$ cat config.mk
export PLATFORM = sky130hd
export DESIGN_NAME = if_fetch_ctrl_flat
export DESIGN_NICKNAME = d
export VERILOG_FILES = /design/src/rtl/if_fetch_ctrl_pkg.sv /design/src/rtl/if_fetch_ctrl_if.sv /design/src/rtl/if_fetch_ctrl_fetch_queue.sv /design/src/rtl/if_fetch_ctrl.sv /design/src/flat_wrapper.sv
export SDC_FILE = /design/constraint.sdc
export NUM_CORES = 1
export LEC_CHECK = 0
export CORE_ASPECT_RATIO = 0.8
export CORE_MARGIN = 3
export CORE_UTILIZATION = 40
export CTS_CLUSTER_DIAMETER = 120
export DETAILED_ROUTE_END_ITERATION = 10
export DONT_BUFFER_PORTS = 1
export PLACE_DENSITY = 0.66
export SETUP_SLACK_MARGIN = 0.1
export SYNTH_ARGS = -nofsm -noshare
export SYNTH_HDL_FRONTEND = slang
export SYNTH_SLANG_ARGS = --single-unit
export TNS_END_PERCENT = 5
$ cat constraint.sdc
create_clock -name clk -period 6 [get_ports clk]
set_input_delay 0.9 -clock clk [delete_from_list [all_inputs] [get_ports clk]]
set_output_delay 0.9 -clock clk [all_outputs]
set_load 0.03 [all_outputs]
$ cat src/rtl/if_fetch_ctrl_pkg.sv
// rtl/if_fetch_ctrl_pkg.sv - shared types and constants for the instruction-fetch controller
package if_fetch_ctrl_pkg;

  localparam int ADDR_WIDTH     = 32;
  localparam int DATA_WIDTH     = 32;
  localparam int INSTR_MEM_SIZE = 256;

  // addi x0, x0, 0 : harmless filler carried by fault entries
  localparam logic [DATA_WIDTH-1:0] NOP_INSTR = 32'h0000_0013;

  typedef struct packed {
    logic [ADDR_WIDTH-1:0] pc;
    logic [DATA_WIDTH-1:0] data;
    logic                  fault;
  } fetch_entry_t;

  // RUN: normal sequential fetch; HOLD: a fault entry was queued, wait for a redirect
  typedef enum logic {
    FETCH_RUN  = 1'b0,
    FETCH_HOLD = 1'b1
  } fetch_state_e;

  // A fetch faults when the PC is not word aligned or the word would run past memory
  function automatic logic addr_faults(input logic [ADDR_WIDTH-1:0] addr,
                                       input logic [ADDR_WIDTH-1:0] mem_bytes);
    return (addr[1:0] != 2'b00) || (addr > (mem_bytes - ADDR_WIDTH'(4)));
  endfunction

endpackage

$ cat src/rtl/if_fetch_ctrl_if.sv
// rtl/if_fetch_ctrl_if.sv - memory, redirect and decode handshake bundle of the fetch controller
interface if_fetch_ctrl_if
  import if_fetch_ctrl_pkg::*;
#(
  parameter int QUEUE_DEPTH = 2
);

  localparam int CNT_W = $clog2(QUEUE_DEPTH) + 1;

  logic                  fetch_en;
  logic [ADDR_WIDTH-1:0] imem_addr;
  logic [DATA_WIDTH-1:0] imem_rdata;
  logic                  redirect_valid;
  logic [ADDR_WIDTH-1:0] redirect_pc;
  logic                  instr_valid;
  logic                  instr_ready;
  logic [DATA_WIDTH-1:0] instr_data;
  logic [ADDR_WIDTH-1:0] instr_pc;
  logic                  instr_fault;
  logic [CNT_W-1:0]      queue_count;

  // Fetch controller side
  modport master (
    input  fetch_en, imem_rdata, redirect_valid, redirect_pc, instr_ready,
    output imem_addr, instr_valid, instr_data, instr_pc, instr_fault, queue_count
  );

  // Core / memory / decode side
  modport slave (
    output fetch_en, imem_rdata, redirect_valid, redirect_pc, instr_ready,
    input  imem_addr, instr_valid, instr_data, instr_pc, instr_fault, queue_count
  );

endinterface

$ cat src/rtl/if_fetch_ctrl_fetch_queue.sv
// rtl/if_fetch_ctrl_fetch_queue.sv - small synchronous FIFO of fetch entries with flush
module if_fetch_ctrl_fetch_queue
  import if_fetch_ctrl_pkg::*;
#(
  parameter int DEPTH = 2,
  localparam int PTR_W = $clog2(DEPTH),
  localparam int CNT_W = PTR_W + 1
) (
  input  logic         clk,
  input  logic         rst,
  input  logic         push,
  input  fetch_entry_t push_entry,
  input  logic         pop,
  input  logic         flush,
  output logic [CNT_W-1:0] count,
  output logic         head_valid,
  output fetch_entry_t head_entry
);

  fetch_entry_t     mem [DEPTH];
  logic [PTR_W-1:0] wr_ptr;
  logic [PTR_W-1:0] rd_ptr;
  logic             do_push;
  logic             do_pop;

  // Qualify requests: pop only when occupied, push only with room (a same-cycle pop frees one)
  always_comb begin
    do_pop  = pop & (count != '0);
    do_push = push & ((count < CNT_W'(DEPTH)) | do_pop);
  end

  // Pointer and occupancy bookkeeping; flush beats any push or pop
  always_ff @(posedge clk or posedge rst) begin
    if (rst) begin
      wr_ptr <= '0;
      rd_ptr <= '0;
      count  <= '0;
    end else if (flush) begin
      wr_ptr <= '0;
      rd_ptr <= '0;
      count  <= '0;
    end else begin
      if (do_push) wr_ptr <= wr_ptr + 1'b1;
      if (do_pop)  rd_ptr <= rd_ptr + 1'b1;
      case ({do_push, do_pop})
        2'b10:   count <= count + 1'b1;
        2'b01:   count <= count - 1'b1;
        default: count <= count;
      endcase
    end
  end

  // Entry storage; contents are only meaningful between rd_ptr and wr_ptr so no reset needed
  always_ff @(posedge clk) begin
    if (do_push && !flush) mem[wr_ptr] <= push_entry;
  end

  // Head is presented straight from storage, zeroed when empty
  always_comb begin
    head_valid = (count != '0);
    head_entry = head_valid ? mem[rd_ptr] : '0;
  end

endmodule

$ cat src/rtl/if_fetch_ctrl.sv
// rtl/if_fetch_ctrl.sv - fetch PC sequencing, fault detection and queue feed for decode
module if_fetch_ctrl
  import if_fetch_ctrl_pkg::*;
#(
  parameter logic [ADDR_WIDTH-1:0] RESET_PC    = 32'h0000_0000,
  parameter int                    QUEUE_DEPTH = 2,
  parameter int                    MEM_BYTES   = INSTR_MEM_SIZE
) (
  input logic           clk,
  input logic           rst,
  if_fetch_ctrl_if.master bus
);

  localparam int CNT_W = $clog2(QUEUE_DEPTH) + 1;

  logic [ADDR_WIDTH-1:0] fpc;
  fetch_state_e          state;
  fetch_state_e          state_next;
  logic                  fault_now;
  logic                  pop;
  logic                  push;
  fetch_entry_t          push_entry;
  logic [CNT_W-1:0]      count;
  logic                  head_valid;
  fetch_entry_t          head_entry;

  // Push decision and the entry to enqueue for the current fetch PC
  always_comb begin
    fault_now  = addr_faults(fpc, ADDR_WIDTH'(MEM_BYTES));
    pop        = head_valid & bus.instr_ready;
    push       = bus.fetch_en & (state == FETCH_RUN) & ~bus.redirect_valid
               & ((count < CNT_W'(QUEUE_DEPTH)) | pop);
    push_entry = fault_now ? '{pc: fpc, data: NOP_INSTR, fault: 1'b1}
                           : '{pc: fpc, data: bus.imem_rdata, fault: 1'b0};
  end

  // Fault-hold state register
  always_ff @(posedge clk or posedge rst) begin
    if (rst) state <= FETCH_RUN;
    else     state <= state_next;
  end

  // Redirect always releases the hold; a queued fault entry enters it
  always_comb begin
    state_next = state;
    if (bus.redirect_valid)    state_next = FETCH_RUN;
    else if (push & fault_now) state_next = FETCH_HOLD;
  end

  // Fetch PC: redirect wins, otherwise advance only on a good push
  always_ff @(posedge clk or posedge rst) begin
    if (rst)                    fpc <= RESET_PC;
    else if (bus.redirect_valid) fpc <= bus.redirect_pc;
    else if (push & ~fault_now) fpc <= fpc + ADDR_WIDTH'(4);
  end

  if_fetch_ctrl_fetch_queue #(
    .DEPTH (QUEUE_DEPTH)
  ) u_queue (
    .clk        (clk),
    .rst        (rst),
    .push       (push),
    .push_entry (push_entry),
    .pop        (pop),
    .flush      (bus.redirect_valid),
    .count      (count),
    .head_valid (head_valid),
    .head_entry (head_entry)
  );

  // Drive the bundle from the fetch PC and the queue head
  always_comb begin
    bus.imem_addr   = fpc;
    bus.instr_valid = head_valid;
    bus.instr_data  = head_entry.data;
    bus.instr_pc    = head_entry.pc;
    bus.instr_fault = head_entry.fault;
    bus.queue_count = count;
  end

endmodule

$ cat src/flat_wrapper.sv
// flat-port wrapper written by rule: the top's interface ports become plain ports
module if_fetch_ctrl_flat import if_fetch_ctrl_pkg::*;
#(
  parameter logic [ADDR_WIDTH-1:0] RESET_PC    = 32'h0000_0000,
  parameter int                    QUEUE_DEPTH = 2,
  parameter int                    MEM_BYTES   = INSTR_MEM_SIZE
)
  (clk, rst, bus_fetch_en, bus_imem_rdata, bus_redirect_valid, bus_redirect_pc, bus_instr_ready, bus_imem_addr, bus_instr_valid, bus_instr_data, bus_instr_pc, bus_instr_fault, bus_queue_count);
  if_fetch_ctrl_if #(.QUEUE_DEPTH(QUEUE_DEPTH)) bus_i ();
  input logic clk;
  input logic rst;
  input wire logic [$bits(bus_i.fetch_en)-1:0] bus_fetch_en;
  input wire logic [$bits(bus_i.imem_rdata)-1:0] bus_imem_rdata;
  input wire logic [$bits(bus_i.redirect_valid)-1:0] bus_redirect_valid;
  input wire logic [$bits(bus_i.redirect_pc)-1:0] bus_redirect_pc;
  input wire logic [$bits(bus_i.instr_ready)-1:0] bus_instr_ready;
  output wire logic [$bits(bus_i.imem_addr)-1:0] bus_imem_addr;
  output wire logic [$bits(bus_i.instr_valid)-1:0] bus_instr_valid;
  output wire logic [$bits(bus_i.instr_data)-1:0] bus_instr_data;
  output wire logic [$bits(bus_i.instr_pc)-1:0] bus_instr_pc;
  output wire logic [$bits(bus_i.instr_fault)-1:0] bus_instr_fault;
  output wire logic [$bits(bus_i.queue_count)-1:0] bus_queue_count;
  assign bus_i.fetch_en = bus_fetch_en;
  assign bus_i.imem_rdata = bus_imem_rdata;
  assign bus_i.redirect_valid = bus_redirect_valid;
  assign bus_i.redirect_pc = bus_redirect_pc;
  assign bus_i.instr_ready = bus_instr_ready;
  assign bus_imem_addr = bus_i.imem_addr;
  assign bus_instr_valid = bus_i.instr_valid;
  assign bus_instr_data = bus_i.instr_data;
  assign bus_instr_pc = bus_i.instr_pc;
  assign bus_instr_fault = bus_i.instr_fault;
  assign bus_queue_count = bus_i.queue_count;
  if_fetch_ctrl #(.RESET_PC(RESET_PC), .QUEUE_DEPTH(QUEUE_DEPTH), .MEM_BYTES(MEM_BYTES)) u_core (.clk(clk), .rst(rst), .bus(bus_i));
endmodule
; Yosys cells after proc, flatten, opt, wreduce, memory -nomap -nowiden
; Memory sizes are Yosys's and may differ from the RTL's.
; Index checks and enable logic that the tools add are counted.
[op_classes]
add_sub_neg = 5
magnitude_cmp = 2
n_mul = 0
mux = 14
n_div = 0
n_reduce_logical = 10
bitwise_logic = 13
n_eq_ne = 2
n_shift = 0
[ops]
columns = cell, n
row1 = 65-bit 2-to-1 mux, 1
row2 = 32-bit 2-to-1 mux, 2
row3 = 33-bit 2-to-1 mux, 1
row4 = "32-bit by 3-bit adder with 32-bit output, second input constant", 1
row5 = "32-bit by 8-bit greater-than comparator with 1-bit output, second input constant", 1
row6 = 2-bit nonzero test, 6
row7 = 1-bit AND, 8
row8 = 1-bit 2-to-1 mux, 8
row9 = 2-bit one-hot mux with 2 select lines, 1
row10 = 1-bit inverter, 3
row11 = 3-bit nonzero test, 1
row12 = "1-bit adder, second input constant", 2
row13 = "2-bit by 1-bit adder with 2-bit output, second input constant", 1
row14 = "2-bit by 1-bit == test with 1-bit output, second input constant", 1
row15 = "2-bit == test, second input constant", 1
row16 = "2-bit less-than comparator, second input constant", 1
row17 = 2-bit 2-to-1 mux, 1
row18 = 1-bit OR, 2
row19 = "2-bit by 1-bit subtractor with 2-bit output, second input constant", 1
row20 = 1-bit logical AND, 1
row21 = 1-bit logical NOT, 1
row22 = 1-bit logical OR, 1
[totals]
latchBits = 0
register_bits = 37
romBits = 0
ramBits = 130
word_cells = 52
out_inout_bits = 100
n_memories = 1
[memory_table]
columns = name, depth, width, rd, rd_ports_with_merged_regs, write_ports, line
row1 = u_core.u_queue.mem, 2, 65, 1, 0, 1, if_fetch_ctrl_fetch_queue.sv:20  ; fetch_entry_t mem [DEPTH];

; Longest topological paths before layout
; Gate-level depths: netlist of run 1.
[depth]
word_depth = 8
mapped_depth = 6
mapped_depth_nobuf = 5

; Modules after synthesis
; A second synthesis of run 1 with hierarchy kept.
[unflattened]
hier_cells = 485
hier_area_um2 = 7065.5
[modules_own_cells]
columns = mod, cells_per_inst, n_inst, area_each_um2
row1 = if_fetch_ctrl_fetch_queue, 304, 1, 5162.5
row2 = if_fetch_ctrl, 181, 1, 1903.1

; Least setup slack after synthesis of run 1
; OpenSTA, ideal clock, no wires.
[synth_timing]
path_type = input -> register
from = input port bus_redirect_valid
to = memory u_core.u_queue.mem[0][0] (netlist name), enable pin
setup_time_ps = 568
stages = 3
arrival_time_ps = 5829
path_slack_ps = -397
cell_sequence = clkbuf_1 > buf_1 > nor3_1
[synth_via]
elab_chain_cells = 7
elab_cells_between_ends = 8
classes_between = 2 x mux / 4 x bitwise / 2 x reduce/logical
[synth_rtl]
columns = element, line
row1 = from (decl), flat_wrapper.sv:14  ; input wire logic [$bits(bus_i.redirect_valid)-1:0] bus_redirect_valid;
row2 = 1-bit inverter, if_fetch_ctrl.sv:31  ; push = bus.fetch_en & (state == FETCH_RUN) & ~bus.redirect_valid
row3 = 1-bit AND, if_fetch_ctrl.sv:31
row4 = 1-bit AND, if_fetch_ctrl.sv:32  ; & ((count < CNT_W'(QUEUE_DEPTH)) | pop);
row5 = 1-bit AND, if_fetch_ctrl_fetch_queue.sv:29  ; do_push = push & ((count < CNT_W'(DEPTH)) | do_pop);
row6 = 1-bit logical AND *, if_fetch_ctrl_fetch_queue.sv:55  ; if (do_push && !flush) mem[wr_ptr] <= push_entry;
row7 = 1-bit 2-to-1 mux *, if_fetch_ctrl_fetch_queue.sv:55
row8 = 1-bit 2-to-1 mux (not written as such) *, if_fetch_ctrl_fetch_queue.sv:55
row9 = to (decl), if_fetch_ctrl_fetch_queue.sv:20
; Mark *: on every way between the ends. The rest lies on a longest branch, timed or not.

; Final worst setup path of run 1
[layout_timing]
from = register u_core.u_queue.rd_ptr
to = output port bus_instr_fault
[layout_via]
elab_chain_cells = 2
[layout_rtl]
columns = element, line
row1 = from (decl), if_fetch_ctrl_fetch_queue.sv:22  ; logic [PTR_W-1:0] rd_ptr;
row2 = from (signal assigned), if_fetch_ctrl_fetch_queue.sv:44  ; if (do_pop) rd_ptr <= rd_ptr + 1'b1;
row3 = memory read 2 x 65 bit, --
row4 = 65-bit 2-to-1 mux, if_fetch_ctrl_fetch_queue.sv:61  ; head_entry = head_valid ? mem[rd_ptr] : '0;
row5 = to (decl), flat_wrapper.sv:21  ; output wire logic [$bits(bus_i.instr_fault)-1:0] bus_instr_fault;
; No other way between the ends.

==> results, run 1 <==
- The HPWL after detailed placement is 9060 µm.
- The total via count in the routed design is 3618.
- The signal on the critical path passes through mux2i_1 > nor2_1.
- The later-pin clock latency in the skew report is 0.42 ns.
- Setup violations remaining at the end of the flow were counted as 0.
- From left edge to right edge, the die measures 154 µm.
- The run finished with clean final reports.
- The number of global-route vias before repair was 3703.
- Gates resized during post-CTS repair numbered 0.
- The cell type with the largest total area after synthesis is sky130_fd_sc_hd__edfxtp_1.
- The global-route met3 utilization is 6.74%.
- Row generation in the floorplan step produced 42 rows.
- The total negative slack for setup checks is 0 ns.
- The netlist area before placement is 7040 µm².
- The first global-routing pass estimated 21300 µm of wire.
- The number of clock buffers added by TritonCTS is 17.
- The largest fanout on the critical path is 66.
- Summing internal, switching and leakage power gives 2.70 mW.
- The violation count after the first detailed-route iteration is 177.
- The cell sitting at the root of the clock tree is a sky130_fd_sc_hd__clkbuf_16.
- The post-detailed-route via-to-cell ratio is 5.29.
- Clock-pin slew was measured on the worst setup and hold paths at 0.07 ns.
- For this configuration, the core starts out at a cell density of 41.6%.
- Wires add up to 13900 µm.
- The internal power of the cells totals 2.01 mW.
- Setup repair after global routing left no endpoint under its margin.
- At the end of routability-driven placement, the weighted congestion stood at 0.774.
- In the final layout, the share of cells above drive strength 1 is 14.0%.
- The worst setup slack before clock tree synthesis is 2.79 ns.
- The part of the total power dissipated in sequential elements is 52.7%.
- The number of input and output port buffers inserted is 0.
- STA puts the critical path data required time at 5.10 ns.
- Synthesis inferred 167 register bits.
- The post-CTS setup buffer count is 0.
- The final critical delay including setup and external delays is 3.31 ns.
- The cell area after layout is 7600 µm².
- After detailed routing, the number of remaining DRC violations is 0.
- The floorplan step defined a die boundary enclosing 19200 µm².
- The maximum clock path buffer count is 2.
- After detailed routing, the average wire length per cell comes to 20.4 µm.
- The post-route fraction of the period consumed by the critical path is 55.1%.
- The hold violation total from the final report is 0.
- The area of the placeable core is 16900 µm².
- Per report_power, the combinational group accounts for 8.3% of the total.
- The I/O pin total is 169.
- Summed over its instances, the top area cell type makes up 55.4% of the synthesized netlist area.
- Entering global routing, the biggest net connects 67 pins.
- On the final layout, the worst hold slack is 0.496 ns.
- The number of antenna diodes in the final layout is 0.
- The worst hold path class is in -> async.
- The first detailed-routing pass ran for 5 iterations.
- The placed instances occupy a cell area of 7030 µm².
- The synthesized netlist cell count is 486.
- The clock network accounts for 39.0% of the total power.
- The upper clock frequency limit is 302 MHz.
- The met2 usage in global routing is 21.8%.
- The proportion of synthesized chip area in sequential cells is 68.6%.
- STA classifies the critical path startpoint as a flip-flop.
- The switching share of power is 25.5%.
- STA classifies the critical path endpoint as an output port.
- At the pin with the least slew margin, the transition time is 1.17 ns.
- For this design the total switching power over the nets is 688 µW.
- At the worst endpoint, the arrival time is 2.41 ns.
- Global routing used 14.5% of the available tracks.
- The total power per unit cell area is 355 nW/µm².
- The worst setup path is of the reg -> out kind.
- The maximum vdd ir drop is 245 µV.
- The number of sinks on the clock net is 167.
- Yosys mapped the design onto 38 distinct sky130hd cell types.
- Among all stages on the critical path, the largest delay is contributed by sky130_fd_sc_hd__dfrtp_4.
- The final setup skew is 0.0136 ns.
- The H-tree level count is 4.
- After layout, the worst setup slack is 2.69 ns.
- The number of antenna violations at the first check in global routing is 0.
- Across the run, the number of max-cap violations was 0.
- The net count after synthesis is 556.
- The met1 usage in global routing is 19.0%.
- The longest individual stage delay on the worst path is 1.19 ns.
- The area growth from synthesis to layout is 7.94%.
- The vertical die dimension is 125 µm.
- The most utilized layer in the global route result is met2.
- In this run the remaining antenna-violating nets after routing total 0.
- Yosys printed 0 warnings.
- The number of slew-limit violations in the final report is 0.
- Summed over all layers, the global routing overflow is 0.
- Together, buffers and inverters on the worst path number 0.
- Headroom to the max-slew limit came out at 22.3%.
- Yosys attributes the largest share of cell area to sky130_fd_sc_hd__edfxtp_1, sky130_fd_sc_hd__dfrtp_1, sky130_fd_sc_hd__mux2i_1.
- The leakage power summed over all cells is 2.60 nW.
- The cell class contributing the biggest share of worst-path delay is flip-flops.
- The worst reg-to-reg setup slack is 2.97 ns.
- The hold buffer count at cts is 0.
- The TritonCTS clock tree is yes.
- The post-synthesis average cell area is 14.5 µm².
- The net count of the finished layout is 521.
==> final cells by class <==
type	instances	area (µm²)
sequential	167	4830
tap	220	275
inverter	6	22.5
multi-input combinational	256	1860
clock inverter	8	98.8
fill	1519	9320
clock buffer	24	472
timing repair buffer	3	35.0
==> path summary, 6_finish.rpt <==
kind | from | end | cells past startpoint
setup / recovery | u_core.u_queue.rd_ptr | bus_instr_fault | 2
hold / removal | rst | u_core.bus.imem_addr[27] | 2
setup reg to reg | u_core.bus.imem_addr[0] | u_core.bus.imem_addr[8] | 5
hold reg to reg | u_core.state | u_core.state | 2
max in group asynchronous | rst | u_core.u_queue.rd_ptr | 2
min in group clk | u_core.state | u_core.state | 2
==> sequential cells by signal, summed over array words and instances, names as in the netlist <==
register               cells
u_core.state               1
u_core.u_queue.rd_ptr      1
u_core.u_queue.count       2
u_core.u_queue.wr_ptr      1
u_core.bus.imem_addr      32
u_core.u_queue.mem       130
==> cell families after synthesis <==
| group | after synthesis | share of synthesized area, % |
|---|---|---|
| AOI/OAI and AO/OA | 22 | 2.31 |
| xor gates and xnor gates | 2 | 0.249 |
| adders and majority gates | 1 | 0.178 |
| buffers and inverters | 63 | 5.31 |
| DFF | 167 | 68.6 |
| muxes | 91 | 13.4 |
| and+or+nand+nor | 140 | 9.99 |
==> cells in the mapped netlist <==
library cell / number
sky130_fd_sc_hd__o31a_1: 3
sky130_fd_sc_hd__buf_4: 32
sky130_fd_sc_hd__nand2_1: 6
sky130_fd_sc_hd__buf_6: 1
sky130_fd_sc_hd__o311a_1: 3
sky130_fd_sc_hd__nor3_2: 1
sky130_fd_sc_hd__buf_1: 8
sky130_fd_sc_hd__clkbuf_1: 8
sky130_fd_sc_hd__nand4_2: 1
sky130_fd_sc_hd__and2_1: 30
sky130_fd_sc_hd__xor2_1: 1
sky130_fd_sc_hd__a31oi_1: 2
sky130_fd_sc_hd__a221o_1: 2
sky130_fd_sc_hd__nor2b_1: 4
sky130_fd_sc_hd__xnor2_1: 1
sky130_fd_sc_hd__nor3b_1: 1
sky130_fd_sc_hd__buf_2: 8
sky130_fd_sc_hd__a211o_1: 1
sky130_fd_sc_hd__nor3_1: 1
sky130_fd_sc_hd__nor4_2: 3
sky130_fd_sc_hd__or4_1: 2
sky130_fd_sc_hd__o31ai_1: 3
sky130_fd_sc_hd__dfrtp_1: 37
sky130_fd_sc_hd__o211ai_1: 1
sky130_fd_sc_hd__nand2b_1: 2
sky130_fd_sc_hd__o21ai_0: 5
sky130_fd_sc_hd__nand3_1: 5
sky130_fd_sc_hd__nor4_1: 5
sky130_fd_sc_hd__and3_1: 3
sky130_fd_sc_hd__nor2_1: 73
sky130_fd_sc_hd__edfxtp_1: 130
sky130_fd_sc_hd__inv_1: 5
sky130_fd_sc_hd__mux2i_1: 66
sky130_fd_sc_hd__ha_1: 1
sky130_fd_sc_hd__inv_2: 1
sky130_fd_sc_hd__mux2_2: 25
sky130_fd_sc_hd__or3_1: 3
sky130_fd_sc_hd__a21oi_1: 2
==> power groups by stage <==
| stage | logic [mW] | registers, mW | clock network, mW |
|---|---|---|---|
| after floorplan | 0.288 | 1.37 | 0 |
| after global placement | 0.226 | 1.45 | 0 |
| after detailed placement | 0.229 | 1.45 | 0 |
| after CTS | 0.230 | 1.42 | 1.07 |
| after global routing | 0.244 | 1.43 | 1.13 |
| final | 0.225 | 1.42 | 1.05 |
==> cells in the final DEF (no fill, tap or decap), drive strengths merged, types with 6 or more instances in the layout <==
cell    count
nand2       6
nor2       73
dfrtp      37
mux2i      66
and2       30
nor4        8
edfxtp    130
mux2       25
clkbuf     24
inv         7
==> routing by layer <==
layer  up-vias  wire, µm
met5         -         0
met3        10      1330
met1      1786      6080
met4         0       136
li1       1663         -
met2       159      6380
==> worst register-to-register path, cell delays in order (launching register included) <==
cell,delay [ns]
sky130_fd_sc_hd__dfrtp_1,0.55
sky130_fd_sc_hd__nor4_1,0.50
sky130_fd_sc_hd__nand3_1,0.55
sky130_fd_sc_hd__nor2_2,0.93
sky130_fd_sc_hd__inv_2,0.14
sky130_fd_sc_hd__o31ai_1,0.26
==> stage by stage <==
| step | utilization [%] | std cells |
|---|---|---|
| floorplan | - | 486 |
| global placement | 41.5 | 652 |
| detailed placement | 41.5 | 652 |
| CTS | 44.9 | 684 |
| global route | 44.9 | 684 |
| finish | 44.9 | 684 |
Note: power is estimated with default switching activity, not from simulation.
==> run 2, diff against run 1 <==
- PLACE_DENSITY: 0.66 -> 0.64
- clock period: 6 -> 3.1 ns (I/O delays scaled with it)
==> run 2 against run 1 <==
Against the previous run:
- non-clock buffer count increased by 7
- first-iteration DRC count rose by 33%
- sequential power grew 91%
- global-route usage grew 0.56 points
- register-to-register slack worse by 2.3 ns
- die area is the same
- power rose by 96%
- critical path depth increased by 1
==> results, run 2 (same netlist as run 1, synthesis figures left out) <==
- The run finished with clean final reports.
- The worst setup path is of the reg -> out kind.
- The global-route wire length before repair is 21900 µm.
- The library cell used most frequently in the layout, excluding fill and tap cells, is sky130_fd_sc_hd__edfxtp_1.
- Together, buffers and inverters on the worst path number 1.
- Timing would allow up to 376 MHz.
- The congestion estimate from routability-driven global placement came to 0.723.
- The post-route fraction of the period consumed by the critical path is 85.9%.
- For this run, the number of standard cells in the final layout without fillers is 690.
- Summing internal, switching and leakage power gives 5.30 mW.
- The final critical delay including setup and external delays is 2.66 ns.
- The longest individual stage delay on the worst path is 0.68 ns.
- The H-tree level count is 4.
- Setup total negative slack on the finished layout was measured at 0 ns.
- The antenna diode count is 0.
- The clock-pin slew on the worst setup and hold paths is 0.06 ns.
- The hold violation total from the final report came to 0.
- The wire length per cell is 21.1 µm.
- The most utilized layer in the global route result is met2.
- Counting every sink on the clock net gives 167.
- In this run the worst hold path is classified as in -> reg.
- The violation count after the first detailed-route iteration is 235.
- The maximum vdd ir drop is 387 µV.
- The floorplan die area is 19200 µm².
- Once placement completed, the tool counted placed cells totaling 659.
- The post-detailed-route via-to-cell ratio is 5.32.
- The register with the most flip-flops in the layout has 130 of them.
- Buffers added to address setup during post-CTS repair amount to 0.
- The total iterations of the first detailed-routing run is 4.
- Max-cap violations in this run came to 0.
- The worst setup slack before clock tree synthesis is 0.668 ns.
- The overall global routing resource usage is 15.0%.
- The sort of element at the start of the critical path is a flip-flop.
- After floorplanning, the core was sized to cover 16900 µm².
- The hold path startpoint is bus_redirect_valid.
- After detailed routing, the total wire length is 14600 µm.
- The initial core utilization is 41.6%.
- The TritonCTS clock tree is yes.
- The die is 154 µm wide.
- The master cell of the clock root buffer is sky130_fd_sc_hd__clkbuf_16.
- The number of global-route vias before repair is 3706.
- In the global route stage, met1 resource usage came out at 20.5%.
- For met2 alone, demand over resource in global routing was 21.8%.
- The worst max-slew margin expressed relative to the limit is 38.4%.
- The maximum clock path buffer count is 2.
- On the critical path, the stage with the largest delay is an instance of sky130_fd_sc_hd__dfrtp_1.
- The later-pin clock latency in the skew report is 0.42 ns.
- In this run the tool buffered the top-level ports with 0 buffer cells.
- The critical path startpoint is u_core.u_queue.count[1].
- For the worst setup path, the data required time is 2.63 ns.
- Ranked by flip-flop count, first place goes to u_core.u_queue.mem.
- The worst path meets setup with 0.437 ns of slack.
- The final layout net count is 528.
- The critical path goes through nor2_4 > buf_12 > nor2_1.
- The floorplan step set the die height to 125 µm.
- In the layout the commonest cells are sky130_fd_sc_hd__edfxtp_1, sky130_fd_sc_hd__nor2_1, sky130_fd_sc_hd__mux2i_1.
- For the pin with the worst max-slew slack, the measured transition is 0.923 ns.
- The signal arrival time at the worst endpoint is 2.20 ns.
- The startpoint of the worst-slack reg-to-reg timing path is u_core.bus.imem_addr[18].
- The worst setup path is captured at an output port.
- The post-route netlist has 15.7% of its cells at a drive strength greater than 1.
- The detail route stage leaves a number of antenna-violating nets equal to 0.
- Setup violations remaining at the end of the flow were counted as 0.
- The DRC violations left is 0.
- In the global route stage, met3 resource usage came out at 6.08%.
- The count of cells resized by post-cts repair is 0.
- The HPWL after detailed placement is 9620 µm.
- In this run, post-CTS hold repair placed 0 buffers.
- Along the worst path, the maximum fanout reaches 46.
- Entering global routing, the biggest net connects 47 pins.
- The final setup skew is 0.00991 ns.
- The cell class contributing the biggest share of worst-path delay is simple AND/OR/NAND/NOR gates.
- The total via count in the routed design is 3673.
- Buffers inserted during clock tree synthesis total 17.
- The leakage power summed over all cells is 2.65 nW.
- After floorplanning, the core was divided into 42 placement rows.
- The area overhead of the layout relative to synthesis is 9.42%.
- The total power per unit cell area is 687 nW/µm².
- Summed over all layers, the global routing overflow is 0.
- Setup repair after global routing left no endpoint under its margin.
- The number of slew-limit violations in the final report is 0.
- For this design the top-level I/O count stands at 169.
- The number of antenna violations at the first check in global routing was 1.
## run 2: changes by cell type in the layout (fill, tap and decap cells not counted), moves of 2 or more
| cell | previous run | this run |
|---|---|---|
| sky130_fd_sc_hd__clkinv_4 | 1 | 3 |
| sky130_fd_sc_hd__clkinv_1 | 1 | 3 |
| sky130_fd_sc_hd__buf_12 | 1 | 4 |
| sky130_fd_sc_hd__buf_4 | 2 | 6 |
| sky130_fd_sc_hd__clkbuf_1 | 5 | 0 |
| sky130_fd_sc_hd__clkbuf_8 | 2 | 0 |
## run 2: stage by stage
step	hold slack, ns	util [%]	instance area, µm²
final	0.108	45.5	7700
after global routing	0.0804	45.5	7700
after floorplan	0.482	-	7050
after detailed placement	0.508	42.1	7120
after CTS	0.0762	45.5	7700
after global placement	0.504	42.1	7120
## run 2: worst register-to-register path, stage by stage, from the launching register on
cell                      delay, ns
sky130_fd_sc_hd__dfrtp_1       0.53
sky130_fd_sc_hd__nor4_1        0.47
sky130_fd_sc_hd__nand3_1       0.51
sky130_fd_sc_hd__nor2_2        0.27
sky130_fd_sc_hd__buf_4         0.30
sky130_fd_sc_hd__and2_1        0.20
## run 2: final cells by class
| cell class | instances | area [µm²] |
|---|---|---|
| fillers | 1489 | 9220 |
| flip-flops and latches | 167 | 4830 |
| multi-input cells | 256 | 1860 |
| clock buffers | 17 | 425 |
| well taps | 220 | 275 |
| clock inverters | 14 | 159 |
| repair buffers | 10 | 125 |
| inverters | 6 | 22.5 |
## run 2: power by group
part / switching [mW] / total (mW) / internal (mW)
Combinational: 0.348 / 0.492 / 0.144
Clock: 0.834 / 2.09 / 1.25
Sequential: 0.181 / 2.71 / 2.53
Total: 1.36 / 5.30 / 3.93
## run 2: per-layer routing
layer / wire length (µm) / part of all wire (%)
met3: 1300 / 8.9
met2: 6480 / 44
met5: 13 / 0.089
met4: 182 / 1.3
met1: 6580 / 45
## run 2: path summary, 6_finish.rpt
kind / slack [ns] / end / cells past startpoint
min in group asynchronous: 0.14 / u_core.bus.imem_addr[11] / 1
min: 0.11 / u_core.u_queue.rd_ptr / 1
max in group asynchronous: 2.17 / u_core.bus.imem_addr[25] / 2
max reg2reg: 0.68 / u_core.u_queue.mem[1][28] / 5
min reg2reg: 0.52 / u_core.state / 2
max: 0.44 / bus_instr_pc[5] / 3
==> run 3, diff against run 2 <==
- SYNTH_HIERARCHICAL: default -> 1
==> run 3 against run 2 <==
Against the previous run:
- clock power is 3% higher
- sequential cell count unchanged
- first-iteration DRC count shrank 0.85%
- final area grew 0.63%
- die area grew 0.32%
- wire length down 1.6%
- worst setup slack improved by 0.031 ns
- sequential power shrank 1%
- final cell count up 1.3%
- global-route usage shrank 0.24 points
- clock-buffer cell count up 7
- core utilization is 0.29 points higher
- critical path type is now reg -> reg
==> results, run 3 <==
- The flow ran to the end, and the final reports show no timing, DRC or antenna violations.
- Summing every instance area after synthesis gives 7070 µm².
- The clock period could shrink to 2.63 ns.
- The routed layout has 3642 vias.
- Wires add up to 14300 µm.
- Measured in cells, the most critical reg-to-reg path has a length of 8.
- The worst setup path is captured at a flip-flop.
- The worst hold path belongs to the class in -> reg.
- The number of antenna diodes in the final layout is 0.
- Data arrives at the worst endpoint at 2.68 ns.
- The fraction of final layout cells sized beyond drive strength 1 is 17.7%.
- During placement, the flow inserted port buffers numbering 0.
- The maximum number of pins on one net before global-route repair is 66.
- Summing all multi-input logic gate instances after layout gives 1840 µm².
- The clock arrives with 0.00949 ns of skew.
- Across the whole layout, storage elements account for 4840 µm².
- The register with the most flip-flops in the layout has 130 of them.
- The horizontal die dimension is 155 µm.
- Walking the worst path, the cells encountered are nor2_4 > clkinvlp_4 > nand2_2 > a2111o_1 > inv_2 > o21ai_4 > nor3b_4 > buf_4.
- The number of synthesized flops with an enable pin is 130.
- In the final routed layout, each cell accounts on average for 20.5 µm.
- The area fraction in and, or, nand and nor cells after synthesis is 9.37%.
- The overall global routing resource usage is 14.8%.
- Setup repair after global routing left no endpoint under its margin.
- In the post-synthesis netlist, the cell with the most instances is sky130_fd_sc_hd__edfxtp_1.
- The core region is 16900 µm².
- The Yosys warning count is 6.
- The startpoint of the worst-slack reg-to-reg timing path is u_core/u_queue/count[1].
- The TritonCTS clock tree is yes.
- The path with the worst hold slack has its endpoint at u_core/u_queue/count[0].
- The mux cell area share after synthesis is 13.5%.
- The register with the most flip-flops is u_core/u_queue/mem.
- On the worst path, the slowest cell contributes a delay of 0.55 ns.
- After Yosys synthesis, full adders, half adders and majority gates account for 0.177% of the synthesized area.
- Summed over all nets, the half-perimeter wirelength after detailed placement is 9410 µm.
- The total power per unit cell area is 673 nW/µm².
- The fraction of the mapped netlist area in compound gates is 1.93%.
- The tool flagged a number of max-cap violations equal to 0.
- The most used flip-flop cell after synthesis is sky130_fd_sc_hd__edfxtp_1.
- The post-synthesis average cell area is 14.6 µm².
- In this run the core area contains 42 standard-cell rows.
- The start-to-end type of the worst setup path is reg -> reg.
- After Yosys synthesis, XOR and XNOR cells account for 0.372% of the synthesized area.
- The leakage power summed over all cells is 2.64 nW.
- The H-tree level count is 4.
- Counting the buffers created by CTS gives 17.
- Pin placement for this block handled 169 I/O pins.
- The number of antenna violations at the first check in global routing is 0.
- The violation count after the first detailed-route iteration is 233.
- The net count after synthesis is 555.
- The cell type with the largest total area after synthesis is sky130_fd_sc_hd__edfxtp_1.
- The master cell of the clock root buffer is sky130_fd_sc_hd__clkbuf_16.
- The number of slew-limit violations in the final report is 0.
- The clock-pin slew on the worst setup and hold paths is 0.06 ns.
- The global-route wire length before repair is 21700 µm.
- The post-synthesis sequential element count is 167.
- The upper clock frequency limit is 380 MHz.
- Measured along the y axis, the die boundary spans 125 µm.
- No sink is reached through more buffers than the 2 on the longest clock path.
- The post-detailed-route via-to-cell ratio is 5.21.
- The total chip power is 5.22 mW.
- The final layout net count is 536.
- The DRC violations left is 0.
- Counting instances, the worst hold path has a depth of 1.
- The number of nets with antenna violations after detailed routing is 0.
- The hold violation total from the final report was 0.
- The worst setup path is launched from a flip-flop.
- The number of global-route vias before repair was 3699.
- The slowest cell on the critical path is sky130_fd_sc_hd__dfrtp_2.
- Synthesis instantiated 42 different standard cells from the library.
- At the end of routability-driven placement, the weighted congestion stood at 0.770.
- The number of sinks on the clock net is 167.
- The synthesized netlist cell count is 485.
- The library cell used most frequently in the layout, excluding fill and tap cells, is sky130_fd_sc_hd__edfxtp_1.
- The pre-antenna-repair detailed-routing pass consisted of 4 iterations.
- The clock reaches the later pin of the worst-skew pair after 0.42 ns.
- The initial utilization of the core area, before any placement, comes to 41.8%.
- The proportion of synthesized chip area in sequential cells is 68.4%.
- In the layout the commonest cells are sky130_fd_sc_hd__edfxtp_1, sky130_fd_sc_hd__nor2_1, sky130_fd_sc_hd__mux2i_1.
- The largest fanout on the critical path is 38.
- Setup violations remaining at the end of the flow were counted as 0.
- The startpoint identified for the worst hold timing path is bus_redirect_valid.
- IR analysis of the VDD net gives a maximum drop of 499 µV.
- By area, the combinational part of the netlist is dominated by multiplexers.
- The worst reg-to-reg setup slack is 0.47 ns.
- The area share of the leading cell type in the synthesized netlist is 55.3%.
- The post-route fraction of the period consumed by the critical path is 84.9%.
- Hold is met by 0.108 ns.
- In the post-synthesis netlist, the biggest area contributors are sky130_fd_sc_hd__edfxtp_1, sky130_fd_sc_hd__dfrtp_1, sky130_fd_sc_hd__mux2i_1.
- The remaining global-route overflow is 0.
- The worst max-slew margin expressed relative to the limit is 40.6%.
- The post-CTS setup buffer count is 0.
- The commonest cells after synthesis are sky130_fd_sc_hd__edfxtp_1, sky130_fd_sc_hd__nor2_1, sky130_fd_sc_hd__mux2i_1.
- The area overhead of the layout relative to synthesis is 9.74%.
- The async set-reset flop share out of synthesis is 22.2%.
- The worst register-to-register path ends at u_core/u_queue/mem[1][19].
- The number of inserted filler cells in the final layout is 1504.
- At the pin with the least slew margin, the transition time is 0.890 ns.
- The floorplan die area is 19300 µm².
- At the worst endpoint, the required time is 3.15 ns.
==> run 3: cell count changes after synthesis, moves of 3 or more <==
cell                      previous run  this run
sky130_fd_sc_hd__o311a_1             3         0
sky130_fd_sc_hd__nor4_2              3         0
sky130_fd_sc_hd__buf_8               0         4
sky130_fd_sc_hd__and3_1              3         0
sky130_fd_sc_hd__nor4_1              5         9
sky130_fd_sc_hd__buf_1               8         0
sky130_fd_sc_hd__o31a_1              3         0
sky130_fd_sc_hd__o31ai_1             3         0
sky130_fd_sc_hd__inv_1               5        11
==> run 3: report_power, final <==
| part | total, mW | internal, mW | switching (mW) |
|---|---|---|---|
| Clock | 2.16 | 1.32 | 0.838 |
| Combinational | 0.387 | 0.0990 | 0.288 |
| Sequential | 2.67 | 2.50 | 0.166 |
| Total | 5.22 | 3.93 | 1.29 |
==> run 3: how the worst max path moves through the flow <==
stage / slack (ns) / endpoint / start
after floorplan: -0.77 / u_core/u_queue/mem[1][0] / u_core/u_queue/count[0]
after global placement: 0.56 / u_core/u_queue/mem[1][15] / u_core/u_queue/count[0]
after global routing: 0.32 / u_core/bus.imem_addr[6] / u_core/bus.imem_addr[31]
after detailed placement: 0.48 / u_core/u_queue/mem[1][24] / u_core/u_queue/count[0]
final: 0.47 / u_core/u_queue/mem[1][19] / u_core/u_queue/count[1]
after CTS: 0.44 / bus_instr_pc[19] / u_core/u_queue/rd_ptr
==> run 3: metal layers <==
layer,wire length (µm),global-route usage [%],vias up
met1,6270,19.8,1801
met3,1390,6.29,9
li1,-,-,1674
met4,127,4.31,0
met2,6530,22.0,158
met5,0,0,-
==> run 3: area by class of cell <==
cell class,count,share of cell area [%]
Multi-Input combinational cell,252,23.7
Tap cell,220,3.55
Inverter,12,0.629
Timing Repair Buffer,16,1.74
Clock inverter,8,1.42
Sequential cell,167,62.4
Clock buffer,24,6.60
==> run 3: logic make-up after synthesis <==
kind of cell | count (synthesis)
compound gates | 20
xor+xnor | 3
fa+ha+maj | 1
buf+inv | 66
flops | 167
mux | 92
simple gates | 136
==> run 3: stage by stage <==
step           instances  utilization [%]  instance area (µm²)  setup TNS (ns)  setup slack [ns]
2_1_floorplan        485                -                 7130          -90.01            -0.772
3_5_place_dp         666             42.1                 7120               0             0.479
6_report             699             45.8                 7750               0             0.468
3_3_place_gp         666             42.1                 7120               0             0.563
5_1_grt              699             45.8                 7750               0             0.323
4_1_cts              699             45.8                 7750               0             0.444
==> run 3: worst max-delay path, delay by kind of cell, from the launching register on <==
kind / cells / cell delay (ns)
buf+inv: 3 / 0.76
flops: 1 / 0.55
compound gates: 2 / 0.60
simple gates: 3 / 0.33
==> run 3: timing repair <==
| action | 4_1_cts | 5_1_grt |
|---|---|---|
| hold endpoints to repair | 4 | 0 |
| gates resized for setup | 0 | 0 |
| hold buffers | 1 | 0 |
